--- src/rtl/fetch_stage.sv ---
// fetch_stage: PC register, icache fetch handshake and IF/ID latch with stall/flush/halt.
// Optional macro FETCH_PERF_EN adds fetch_cnt/miss_cnt performance counters.
`default_nettype none

module fetch_stage #(
    parameter logic [31:0] PC_INIT = 32'h0000_0000,
    parameter int          WORD_W  = 32
) (
    input  logic              CLK,
    input  logic              nRST,
    input  logic [1:0]        PCSrc,
    input  logic [WORD_W-1:0] jump_addr,
    input  logic [WORD_W-1:0] jr_addr,
    input  logic [WORD_W-1:0] branch_addr,
    input  logic              stall,
    input  logic              flush,
    input  logic              halt,
    input  logic              ihit,
    input  logic [WORD_W-1:0] iload,
    output logic              iREN,
    output logic [WORD_W-1:0] iaddr,
    output logic [WORD_W-1:0] ifid_instr,
    output logic [WORD_W-1:0] ifid_npc,
    output logic              ifid_valid
`ifdef FETCH_PERF_EN
    ,
    output logic [31:0]       fetch_cnt,
    output logic [31:0]       miss_cnt
`endif
);

    localparam logic [1:0] ADD4_DIAOSI   = 2'd0;
    localparam logic [1:0] JUMP_DIAOSI   = 2'd1;
    localparam logic [1:0] JR_DIAOSI     = 2'd2;
    localparam logic [1:0] BRANCH_DIAOSI = 2'd3;

    typedef enum logic [1:0] {
        FETCH   = 2'd0,
        WAIT_ID = 2'd1,
        HALTED  = 2'd2
    } state_t;

    state_t            state, state_n;
    logic [WORD_W-1:0] pc, pc_n;
    logic [WORD_W-1:0] held, held_n;
    logic [WORD_W-1:0] instr_n, npc_n;
    logic              valid_n;
    logic [WORD_W-1:0] pc_plus4, next_pc;
    logic              redirect;
    logic              loaded;

    assign pc_plus4 = pc + WORD_W'(4);
    assign redirect = (PCSrc != ADD4_DIAOSI) && !stall;
    assign iaddr    = pc;
    // Gated by nRST so the icache sees no request while reset is held.
    assign iREN     = nRST && (state == FETCH);

    always_comb begin
        case (PCSrc)
            JUMP_DIAOSI:   next_pc = jump_addr;
            JR_DIAOSI:     next_pc = jr_addr;
            BRANCH_DIAOSI: next_pc = branch_addr;
            default:       next_pc = pc_plus4;
        endcase
    end

    always_comb begin
        state_n = state;
        pc_n    = pc;
        held_n  = held;
        instr_n = ifid_instr;
        npc_n   = ifid_npc;
        valid_n = ifid_valid;
        loaded  = 1'b0;
        if (halt) begin
            state_n = HALTED;
        end else begin
            case (state)
                FETCH: begin
                    if (ihit && !stall) begin
                        instr_n = iload;
                        npc_n   = pc_plus4;
                        valid_n = 1'b1;
                        loaded  = 1'b1;
                        pc_n    = next_pc;
                    end else if (ihit && stall) begin
                        held_n  = iload;
                        state_n = WAIT_ID;
                    end else if (!stall) begin
                        valid_n = 1'b0;
                        if (redirect) pc_n = next_pc;
                    end
                end
                WAIT_ID: begin
                    if (!stall) begin
                        state_n = FETCH;
                        // A redirect abandons the word captured during the stall.
                        if (redirect) begin
                            pc_n    = next_pc;
                            valid_n = 1'b0;
                        end else begin
                            instr_n = held;
                            npc_n   = pc_plus4;
                            valid_n = 1'b1;
                            loaded  = 1'b1;
                            pc_n    = pc_plus4;
                        end
                    end
                end
                HALTED:  state_n = HALTED;
                default: state_n = FETCH;
            endcase
            if (flush && (state != HALTED)) begin
                valid_n = 1'b0;
                instr_n = '0;
            end
        end
    end

    always_ff @(posedge CLK or negedge nRST) begin
        if (!nRST) begin
            state      <= FETCH;
            pc         <= PC_INIT;
            held       <= '0;
            ifid_instr <= '0;
            ifid_npc   <= '0;
            ifid_valid <= 1'b0;
        end else begin
            state      <= state_n;
            pc         <= pc_n;
            held       <= held_n;
            ifid_instr <= instr_n;
            ifid_npc   <= npc_n;
            ifid_valid <= valid_n;
        end
    end

`ifdef FETCH_PERF_EN
    always_ff @(posedge CLK or negedge nRST) begin
        if (!nRST) begin
            fetch_cnt <= '0;
            miss_cnt  <= '0;
        end else if (state != HALTED) begin
            if (loaded && !flush && !halt) fetch_cnt <= fetch_cnt + 32'd1;
            if ((state == FETCH) && !ihit) miss_cnt <= miss_cnt + 32'd1;
        end
    end
`else
    logic unused_loaded;
    assign unused_loaded = loaded;
`endif

endmodule

`default_nettype wire

--- config.mk ---
export PLATFORM = sky130hd
export DESIGN_NAME = fetch_stage
export DESIGN_NICKNAME = d
export VERILOG_FILES = /design/src/rtl/fetch_stage.sv
export SDC_FILE = /design/constraint.sdc
export NUM_CORES = 1
export LEC_CHECK = 0
export BUFFER_PORTS_ARGS = -buffer_cell sky130_fd_sc_hd__buf_2
export CORE_ASPECT_RATIO = 1.75
export CORE_MARGIN = 2
export CORE_UTILIZATION = 51
export CTS_CLUSTER_SIZE = 24
export DETAILED_ROUTE_END_ITERATION = 16
export GPL_TIMING_DRIVEN = 0
export PLACE_DENSITY_LB_ADDON = 0.05
export SKIP_LAST_GASP = 1
export SYNTH_ARGS = -nofsm -noshare
export SYNTH_HDL_FRONTEND = slang
export SYNTH_SLANG_ARGS = --single-unit
export TNS_END_PERCENT = 10
--- constraint.sdc ---
create_clock -name CLK -period 2.5 [get_ports CLK]
set_input_delay 0.125 -clock CLK [delete_from_list [all_inputs] [get_ports CLK]]
set_output_delay 0.125 -clock CLK [all_outputs]
set_load 0.01 [all_outputs]
======== Word-level counts from Yosys, hierarchy flattened ========
Cells that the tools add are included.
storage, ports and cells
  register bits after elaboration ......... 131
  input bits .............................. 136
  output and inout bits ................... 98
  logic and storage cells ................. 74
operators by class
  $add $sub $neg .......................... 1
  eq/ne operators ......................... 20
  muxes and demuxes ....................... 29
  bitwise gates (word level) .............. 2
  reductions and logical operators ........ 16
operator list
  cell                                                                      number
  32-bit two-way mux                                                        13
  32-bit case mux with 2 select lines                                       3
  32-bit case mux with 3 select lines                                       1
  32-bit by 3-bit adder with 32-bit output (second input constant)          1
  3-bit inequality test (second input constant)                             5
  5-bit AND reduction                                                       3
  3-bit by 2-bit inequality test with 1-bit output (second input constant)  3
  2-bit two-way mux                                                         4
  2-bit equality test (second input constant)                               3
  1-bit two-way mux                                                         6
  2-bit inequality test (second input constant)                             3
  2-bit case mux with 3 select lines                                        1
  6-bit AND reduction                                                       1
  1-bit logical AND                                                         5
  2-bit by 1-bit equality test with 1-bit output (second input constant)    2
  4-bit by 2-bit inequality test with 1-bit output (second input constant)  1
  4-bit by 3-bit inequality test with 1-bit output (second input constant)  1
  4-bit AND reduction                                                       1
  2-bit nonzero test                                                        2
  3-bit by 1-bit inequality test with 1-bit output (second input constant)  1
  3-bit AND reduction                                                       1
  3-bit nonzero test                                                        1
  2-bit zero test                                                           1
  2-bit by 1-bit inequality test with 1-bit output (second input constant)  1
  other kinds (3)                                                           4

======== Depth between registers and ports, before layout ========
Gate-level depths: netlist of the first run.
  depth after elaboration ................. 7
  depth in mapped cells ................... 8
  mapped depth without buffers ............ 6

======== Worst setup path before layout of the first run ========
Ideal clock, no wire load.
  path kind ............................... reg-to-reg
  start point ............................. reg pc[15] (netlist: iaddr[15])
  end point ............................... reg pc[22] (netlist: iaddr[22])
  library setup time ...................... 67 ps
  arrival time ............................ 1870 ps
  data required time ...................... 2433 ps
  setup slack ............................. 563 ps
  cell stages (with the launch flop) ...... 7
  path buffers ............................ 1
  period minus slack after synthesis ...... 1937 ps
  cells stage by stage .................... dfrtp_1 > buf_2 > nand2_1 > or4_4 > or3_1 > o31ai_2 > a22o_1
between the ends
  word-level cells in the longest chain between the ends .. 7
  elaborated cells on any way between the ends .. 9
  those cells by class .................... add/sub (1); mux (8)
ends and longest elaborated chain
  item                                        line  source
  start, declared                             44    logic [WORD_W-1:0] pc, pc_n;
  start signal, assigned                      130   pc <= pc_n;
  32-bit by 3-bit adder with 32-bit output *  52    assign pc_plus4 = pc + WORD_W'(4);
  32-bit case mux with 3 select lines         59    case (PCSrc)
  32-bit two-way mux                          91    if (redirect) pc_n = next_pc;
  32-bit two-way mux                          89    end else if (!stall) begin
  32-bit two-way mux                          86    end else if (ihit && stall) begin
  32-bit two-way mux                          80    if (ihit && !stall) begin
  32-bit case mux with 2 select lines *       78    case (state)
Every way passes the cells marked *; elsewhere a longest branch is shown, timed or not. The select of a mux whose other input is x is not followed.
A chain may end at the register's enable or synchronous reset.

======== Worst setup path in the final report of the first run ========
  start point ............................. reg state[1]
  end point ............................... reg pc[18] (netlist: iaddr[18])
between the ends
  word-level cells in the longest chain between the ends .. 3
  elaborated cells on any way between the ends .. 9
  those cells by class .................... eq/ne (5); mux (1); reduce/logical (3)
ends and longest elaborated chain
  item                                                                               line  source
  start, declared                                                                    43    state_t state, state_n;
  start signal, assigned                                                             129   state <= state_n;
  2-bit by 1-bit equality test with 1-bit output or 2-bit zero test (tied branches)  78
  2-bit inequality test (no line) (tied with other cells)                            --
  6-bit AND reduction (no line)                                                      --
Several ways; a longest one is shown, not always the timed one.

==> impl_metrics.yaml, run 1 <==
run_status:
  run_status: "complete, no violations"
die:
  row_count: 57
  die_w_um: 93.0
  core_area_sq_um: 13700
  start_util_pct: 51.7
  io_pins: 234
  die_y_um: 160
  die-area_sq_um: 14900
cts:
  clk_latency_ns: 0.42
  cts.sinks: 131
  clk_pin_slew_ns: 0.06
  h-tree-depth: 4
  cts_tree: "done"
  cts-buffers-inserted: 17
  cts_root_buffer: "clkbuf_16"
  cts_buffer_depth: 2
  cts_setup_buffers: 0
timing:
  period_share_pct: 93.7
  period_minus_slack_ns: 2.34
  setup_violations: 0
  final-hold-violation-count: 0
  tightest_slew_ns: 0.857
  finalClockSkew_ns: 0.00987
  timing.final.ws_setup_ns: 0.158
  worst_hold_slack_ns: 0.0133
  rsz0062_at_grt: "no"
  slew_headroom_pct: 42.6
  slew_violations: 0
  fmax_mhz: 427
grt:
  grt_first_pass_wirelength_um: 35400
  grt_pass1_vias: 6956
  grt.overflow.total: 0
  antenna_found_initial: 0
  track_usage_pct: 30.5
  grt_max_degree: 97
placement:
  placed_cell_area_sq_um: 8490
  hpwlAfterDp_um: 16600
  dp.cells: 1096
  port_buffers: 232
  place.gp.congestion: 0.917
  place_ws_ns: 0.163
critical_path:
  cp-start-kind: "flip-flop"
  crit_chain: "buf_4 > nor3_2 > nand2_2 > buf_4 > a22oi_1 > o311ai_0"
  required_ns: 2.77
  slowest_delay_ns: 0.69
  cp_slowest_cell: "nor3_2"
  criticalPathCategory: "flip-flop to flip-flop"
  crit_path_end_kind: "flip-flop"
  cpMostUsedCell: "buf_4"
  crit_fanout: 10
  crit_arrival_ns: 2.61
yosys:
  seq_area_frac_synth_pct: 46.3
  synth_area_sq_um: 7070
  synthArstFlopShare_pct: 100
  netlist_top_cells_area: "dfrtp_1, mux2_2, mux2i_1"
  yosysTopAreaCellShare_pct: 46.3
  yosys_warnings: 0
  synth.net_count: 823
  ys.flop_type: "dfrtp_1"
  ys_seq_elements: 131
  yosysUniqueCellTypes: 74
  syn_inst: 686
  synth-edff-count: 0
  yosys.area.top_type: "dfrtp_1"
  syn_avg_cell_area_sq_um: 10.3
final_layout:
  diodes: 0
  layout_commonest_cell: "buf_2"
  fin_cells: 1161
  layout-drive-gt1-share_pct: 38.0
  nNetsFinal: 1108
  design_area_sq_um: 9430
  area.growth.synth_to_final_pct: 33.2
  layout_common_cells: "buf_2, dfrtp_1, nand2_1"
routing:
  drc: 0
  detail_route.wirelength_um: 22500
  vias: 6637
  ant_nets: 0
  drtIter0Drc: 305
  wl_per_cell_um: 19.4
  firstDrtPassIters: 5
  viasPerCell: 5.72
pwr:
  peakVddDrop_uv: 521
  p_leak_nw: 4.84
  power.density_nw_per_um2: 580
  power_mw: 5.46
job:
  cap_violations: 0
min_path:
  hold_class: "primary input to flip-flop"
==> cell families (layout without fill, tap and decap cells) <==
kind of cell	Yosys count	count (layout)	synth area share, %
simple gates	188	188	13.8
compound gates	182	182	16.7
flops	131	131	46.3
mux	100	100	15.1
buf+inv	58	356	4.60
xor+xnor	26	26	3.22
fa+ha+maj	1	1	0.177
==> sequential cells by signal, summed over array words and instances (netlist names) <==
name        flops
iaddr          32
state           2
ifid_instr     32
ifid_valid      1
held           32
ifid_npc       32
==> power by group <==
part | switching [mW] | leakage [nW] | internal, mW | total, mW
Clock | 1.03 | 0.291 | 1.53 | 2.56
Sequential | 0.0793 | 1.73 | 2.19 | 2.27
Combinational | 0.323 | 2.82 | 0.308 | 0.631
==> layer usage <==
metal / routed length [um] / vias to the layer above / global-route usage, %
met3: 1460 / 69 / 6.04
met5: 0 / - / 0
met2: 12200 / 285 / 55.6
li1: - / 3067 / -
met1: 7770 / 3216 / 32.5
met4: 1050 / 0 / 15.9
==> cell type report <==
cell class	count	area [sq um]
fillers	1135	4270
multi-input cells	497	3470
flip-flops and latches	131	3280
repair buffers	266	1530
clock buffers	18	439
plain buffers	49	292
well taps	177	221
clock inverters	14	165
inverters	9	33.8
==> critical path, delay by kind of cell (launching register included) <==
| family | cells | cell delay (ns) |
|---|---|---|
| simple gates | 2 | 1.05 |
| compound gates | 2 | 0.35 |
| flops | 1 | 0.35 |
| buf+inv | 2 | 0.44 |
==> Yosys cell counts (9+ instances only) <==
library cell	number
a21oi_1	50
a22oi_1	12
buf_2	17
clkbuf_1	13
dfrtp_1	131
inv_1	9
mux2_2	54
mux2i_1	46
nand2_1	60
nand3_1	17
nor2_1	56
o21ai_0	52
xnor2_1	12
xor2_1	14
==> repair_timing <==
item,CTS,global route
hold endpoints to repair,67,0
hold buffers,33,0
resized for setup,0,0
==> path summary, 6_finish.rpt <==
check / from / to / slack [ns] / depth (start not counted)
min in group asynchronous: nRST / ifid_npc[8] / 0.17 / 2
max in group asynchronous: nRST / held[3] / 1.53 / 3
hold reg to reg: ifid_instr[15] / ifid_instr[15] / 0.48 / 2
setup reg to reg: state[1] / iaddr[18] / 0.16 / 6
hold / removal: halt / state[0] / 0.01 / 2
setup / recovery: state[1] / iaddr[18] / 0.16 / 6
==> metrics by stage <==
stage	setup TNS [ns]	utilization (%)
final	0	68.8
after global routing	0	68.8
after CTS	0	68.8
after detailed placement	0	62.0
after global placement	-55.43	61.8
after floorplan	0	-
Note: power is estimated with default switching activity, not from simulation.
==> run 2, diff against run 1 <==
--- a/config.mk
+++ b/config.mk
@@ -5,14 +5,18 @@
 export SDC_FILE = /design/constraint.sdc
 export NUM_CORES = 1
 export LEC_CHECK = 0
+export ABC_AREA = 1
 export BUFFER_PORTS_ARGS = -buffer_cell sky130_fd_sc_hd__buf_2
+export CELL_PAD_IN_SITES_DETAIL_PLACEMENT = 2
+export CELL_PAD_IN_SITES_GLOBAL_PLACEMENT = 2
 export CORE_ASPECT_RATIO = 1.75
 export CORE_MARGIN = 2
-export CORE_UTILIZATION = 51
+export CORE_UTILIZATION = 27
 export CTS_CLUSTER_SIZE = 24
 export DETAILED_ROUTE_END_ITERATION = 16
 export GPL_TIMING_DRIVEN = 0
 export PLACE_DENSITY_LB_ADDON = 0.05
+export SETUP_SLACK_MARGIN = 0.3
 export SKIP_LAST_GASP = 1
 export SYNTH_ARGS = -nofsm -noshare
 export SYNTH_HDL_FRONTEND = slang
==> run 2 against run 1 <==
Fmax is 17% higher. Sequential power decreased by 6%. Clock skew fell by 0.0042 ns. Combinational power decreased by 31%. Wire length grew 40%. Critical endpoint is now iaddr[23]. Largest power group unchanged. Highest routed layer is now met5.
==> impl_metrics.yaml, run 2 <==
critical_path:
  cp-start-kind: "flip-flop"
  rr_worst_depth: 7
  cp_top_family: "simple AND/OR/NAND/NOR gates"
  required_ns: 2.84
  slowest_delay_ns: 0.51
  criticalPathCategory: "flip-flop to flip-flop"
  cp_slowest_cell: "buf_1"
  crit_arrival_ns: 2.35
  rrSetupSlack_ns: 0.50
  crit_fanout: 10
  worstReg2RegStart: "state[1]"
  crit_path_end_kind: "flip-flop"
  r2r_end: "iaddr[23]"
  worst-path-buf-inv: 1
  crit_chain: "nor2_2 > nand2_2 > nand2_2 > buf_1 > nand3_1 > nand2_1 > nand2_1"
final_layout:
  nNetsFinal: 1452
  fin_cells: 1662
  layout_commonest_cell: "nand2_1"
  layout_common_cells: "nand2_1, buf_2, dfrtp_1"
  area.growth.synth_to_final_pct: 35.5
  fillers: 3201
  post-route-util_pct: 37.0
  layout-drive-gt1-share_pct: 24.0
job:
  cap_violations: 0
timing:
  finalClockSkew_ns: 0.00564
  fmax_mhz: 499
  slew_violations: 0
  rsz0062_at_grt: "yes"
  period_minus_slack_ns: 2.00
  setup_violations: 0
  tightest_slew_ns: 0.705
  final-hold-violation-count: 0
  timing.final.ws_setup_ns: 0.497
  slew_headroom_pct: 53.0
  worst_hold_slack_ns: 0.0250
  period_share_pct: 80.1
yosys:
  syn_inst: 1026
  yosysTopAreaCellShare_pct: 45.3
  yosys.area.top_type: "dfrtp_1"
  synth-edff-count: 0
  ys_seq_elements: 131
  seq_area_frac_synth_pct: 45.3
  yosys_warnings: 0
  synth_most_common_cell: "nand2_1"
  synth.net_count: 1163
  syn_avg_cell_area_sq_um: 7.05
  ys.flop_type: "dfrtp_1"
  synth_area_sq_um: 7230
  yosysUniqueCellTypes: 34
  synth.top_cells.by_count: "nand2_1, dfrtp_1, inv_1, nor2_1, nand3_1"
  netlist_top_cells_area: "dfrtp_1, nand2_1, inv_1"
  synthArstFlopShare_pct: 100
grt:
  grt_pass1_vias: 8648
  grt.overflow.total: 0
  grt_first_pass_wirelength_um: 48600
  grt_max_degree: 89
  track_usage_pct: 23.0
  antenna_found_initial: 13
pwr:
  p_leak_nw: 5.30
  power.density_nw_per_um2: 512
  power_mw: 5.01
  peakVddDrop_uv: 462
routing:
  vias: 7906
  drtIter0Drc: 193
  ant_nets: 0
  firstDrtPassIters: 4
  wl_per_cell_um: 19.0
  detail_route.wirelength_um: 31500
  viasPerCell: 4.76
  drc: 0
min_path:
  holdPathEnd: "iaddr[0]"
  hold_class: "primary input to flip-flop"
  min_from: "branch_addr[0]"
  hold_depth: 5
die:
  die_w_um: 128
  row_count: 79
  io_pins: 234
  die-area_sq_um: 28200
  core_area_sq_um: 26500
  die_y_um: 221
  start_util_pct: 27.3
cts:
  cts_tree: "done"
  cts-buffers-inserted: 17
  cts_buffer_depth: 2
  h-tree-depth: 4
  cts_root_buffer: "clkbuf_16"
  clk_latency_ns: 0.45
  clk_pin_slew_ns: 0.06
  cts.sinks: 131
placement:
  place.gp.congestion: 0.781
  hpwlAfterDp_um: 24900
  port_buffers: 233
  place_ws_ns: 0.297
  dp.cells: 1584
run_status:
  run_status: "complete, no violations"
## run 2: cell types whose count changed in the layout (fill, tap and decap cells not counted), sizes merged, moves of 9 or more
cell,previous run,this run
mux2i,46,0
o22a,9,0
o21ai,53,90
a21oi,51,2
mux2,54,0
diode,0,10
nand3,20,58
a22oi,12,0
o211ai,3,38
inv,17,82
nor2,57,81
nand2,62,466
xor2,14,3
## run 2: worst max-delay path by stage
stage | startpoint | endpoint | slack, ns | cells past startpoint
floorplan | iaddr[2] | iaddr[28] | 0.85 | 10
global placement | nRST | held[12] | -0.85 | 1
detailed placement | iaddr[2] | ifid_npc[20] | 0.30 | 10
CTS | nRST | iREN | 0.35 | 5
global route | iaddr[2] | iaddr[28] | 0.24 | 10
finish | state[1] | iaddr[23] | 0.50 | 7
## run 2: area by class of cell
| class | instances | area, sq um | area share, % |
|---|---|---|---|
| well taps | 324 | 405 | 4.14 |
| diodes | 10 | 25.0 | 0.255 |
| clock inverters | 15 | 135 | 1.38 |
| flip-flops and latches | 131 | 3280 | 33.4 |
| plain buffers | 49 | 282 | 2.87 |
| clock buffers | 17 | 425 | 4.34 |
| inverters | 80 | 300 | 3.06 |
| repair buffers | 270 | 1580 | 16.1 |
| multi-input cells | 766 | 3370 | 34.4 |
## run 2: cells by family (layout without fill, tap and decap cells)
kind of cell | after synthesis | in the layout | synth area share, %
xor gates and xnor gates | 8 | 8 | 0.969
and+or+nand+nor | 624 | 624 | 34.6
AOI/OAI and AO/OA | 133 | 133 | 10.8
buffers and inverters | 129 | 431 | 8.05
adders and majority gates | 1 | 1 | 0.173
DFF | 131 | 131 | 45.3
other | 0 | 10 | 0
## run 2: power breakdown
| group | internal, mW | total, mW | switching [mW] | leakage [nW] |
|---|---|---|---|---|
| sequential | 2.12 | 2.13 | 0.00235 | 1.78 |
| combinational | 0.192 | 0.434 | 0.242 | 3.25 |
| clock | 1.37 | 2.45 | 1.08 | 0.262 |
## run 2: layer usage
metal / share of wire [%] / global-route usage (%) / vias up
met5: 0.22 / 0 / -
li1: - / - / 3840
met2: 58 / 45.6 / 142
met4: 2.9 / 9.74 / 12
met3: 4.0 / 5.13 / 52
met1: 35 / 22.4 / 3860
## run 2: timing repair
item,in CTS,in global routing
buffers inserted,0,0
gates cloned,0,1
endpoints found under the hold margin,79,0
hold buffers,35,0
setup endpoints to repair,2,7
gates resized for setup,1,0
## run 2: worst min-delay path, delay by kind of cell
family                 cells  cell delay [ns]
AND/OR/NAND/NOR            3             0.17
buffers and inverters      1             0.08
AO/OA/AOI/OAI              1             0.06
## run 2: per-stage QoR
| stage | TNS, ns | instance area (sq um) |
|---|---|---|
| 2_1_floorplan | 0 | 7230 |
| 3_3_place_gp | -109.20 | 8800 |
| 3_5_place_dp | 0 | 8840 |
| 4_1_cts | 0 | 9750 |
| 5_1_grt | 0 | 9790 |
| 6_report | 0 | 9800 |
==> run 3, diff against run 2 <==
==> constraint.sdc (replaced) <==
create_clock -name CLK -period 2.08 [get_ports CLK]
set_input_delay 0.104 -clock CLK [delete_from_list [all_inputs] [get_ports CLK]]
set_output_delay 0.104 -clock CLK [all_outputs]
set_load 0.01 [all_outputs]
==> run 3 against run 2 <==
Critical path depth up 1. Clock-buffer cell count unchanged. Final cell count up 0.42%. Highest routed layer unchanged.
==> impl_metrics.yaml, run 3 (synthesis results as in run 2) <==
die:
  die-area_sq_um: 28200
  die_w_um: 128
  start_util_pct: 27.3
  io_pins: 234
  core_area_sq_um: 26500
  row_count: 79
  die_y_um: 221
timing:
  finalClockSkew_ns: 0.00644
  final-hold-violation-count: 0
  rsz0062_at_grt: "yes"
  period_share_pct: 85.9
  period_minus_slack_ns: 1.79
  slew_violations: 0
  worst_hold_slack_ns: 0.0355
  slew_headroom_pct: 51.3
  setup_violations: 0
  fmax_mhz: 559
  tightest_slew_ns: 0.730
routing:
  firstDrtPassIters: 4
  drtIter0Drc: 186
  wl_per_cell_um: 19.0
  drc: 0
  detail_route.wirelength_um: 31700
  ant_nets: 0
  viasPerCell: 4.75
  vias: 7931
pwr:
  switching_power_mw: 1.60
  p_leak_nw: 5.42
  p_int_mw: 4.44
  p_sw_share_pct: 26.5
  p_comb_share_pct: 8.7
  power_mw: 6.03
  peakVddDrop_uv: 554
  pwr-share-clk_pct: 48.9
  power.density_nw_per_um2: 604
  power_frac_seq_pct: 42.4
cts:
  h-tree-depth: 4
  clk_latency_ns: 0.45
  cts.sinks: 131
  cts-buffers-inserted: 17
  cts_root_buffer: "clkbuf_16"
  cts_tree: "done"
  cts_buffer_depth: 2
  clk_pin_slew_ns: 0.06
critical_path:
  crit_arrival_ns: 2.13
  criticalPathCategory: "flip-flop to flip-flop"
  rr_worst_depth: 8
  crit_fanout: 5
  cp-start-kind: "flip-flop"
  required_ns: 2.42
  crit_path_end_kind: "flip-flop"
placement:
  place.gp.congestion: 0.781
  placed_cell_area_sq_um: 8840
  hpwlAfterDp_um: 24900
  port_buffers: 233
min_path:
  hold_class: "primary input to flip-flop"
  hold_depth: 3
job:
  cap_violations: 0
grt:
  grt_first_pass_wirelength_um: 48800
  antenna_found_initial: 13
  track_usage_pct: 23.1
  grt.overflow.total: 0
  grt_max_degree: 89
  grt_pass1_vias: 8639
final_layout:
  layout-drive-gt1-share_pct: 25.7
  nNetsFinal: 1458
  layout_common_cells: "nand2_1, buf_2, dfrtp_1"
  layout_commonest_cell: "nand2_1"
  design_area_sq_um: 9980
  post-route-util_pct: 37.7
  area.growth.synth_to_final_pct: 38.0
run_status:
  run_status: "complete, no violations"
==> run 3: critical path, cell delays in order (launching register included) <==
cell	delay (ns)
dfrtp_2	0.41
ha_1	0.20
nand2_1	0.10
nor2_4	0.17
nand2_1	0.14
o21ai_0	0.29
nand2_1	0.17
nor2_1	0.12
o21ai_1	0.07
==> run 3: per-stage QoR <==
stage / TNS [ns] / setup slack (ns) / std cells
floorplan: 0 / 0.430 / 1026
global placement: -162.06 / -1.25 / 1583
detailed placement: -0.417 / -0.123 / 1584
CTS: 0 / 0.231 / 1653
global route: 0 / 0.118 / 1662
finish: 0 / 0.292 / 1669
==> run 3: cell type report <==
class / instances / area (sq um)
antenna: 11 / 27.5
inverter: 80 / 300
multi-input combinational: 766 / 3450
clock inverter: 15 / 135
timing repair buffer: 276 / 1630
sequential: 131 / 3280
fill: 3189 / 16500
clock buffer: 17 / 425
buffer: 49 / 325
tap: 324 / 405
==> run 3: power groups by stage <==
stage / sequential (mW) / combinational (mW) / clock (mW)
after floorplan: 2.61 / 0.187 / 0
after global placement: 2.60 / 0.458 / 0
after detailed placement: 2.60 / 0.477 / 0
after CTS: 2.56 / 0.542 / 3.03
after global routing: 2.55 / 0.597 / 3.10
final: 2.56 / 0.528 / 2.95
==> run 3: repair_timing <==
item,4_1_cts,5_1_grt
setup endpoints to repair,83,123
setup buffers,0,5
gates resized for setup,19,34
hold buffers,37,0
endpoints found under the hold margin,79,0
pin swaps,2,1
==> run 3: metal layers <==
layer	global-route usage (%)	up-vias	wire [um]
met5	0	-	70
met4	9.67	12	911
met3	5.13	52	1330
met2	45.8	151	18400
met1	22.5	3858	11000
li1	-	3858	-
==> run 3: path summary, 6_finish.rpt <==
| kind | slack, ns | from | endpoint |
|---|---|---|---|
| max | 0.29 | iaddr[2] | iaddr[16] |
| min | 0.04 | stall | state[0] |
| max reg2reg | 0.29 | iaddr[2] | iaddr[16] |
| min reg2reg | 0.46 | ifid_npc[9] | ifid_npc[9] |
| max in group asynchronous | 1.41 | nRST | held[9] |
| min in group asynchronous | 0.19 | nRST | ifid_npc[5] |
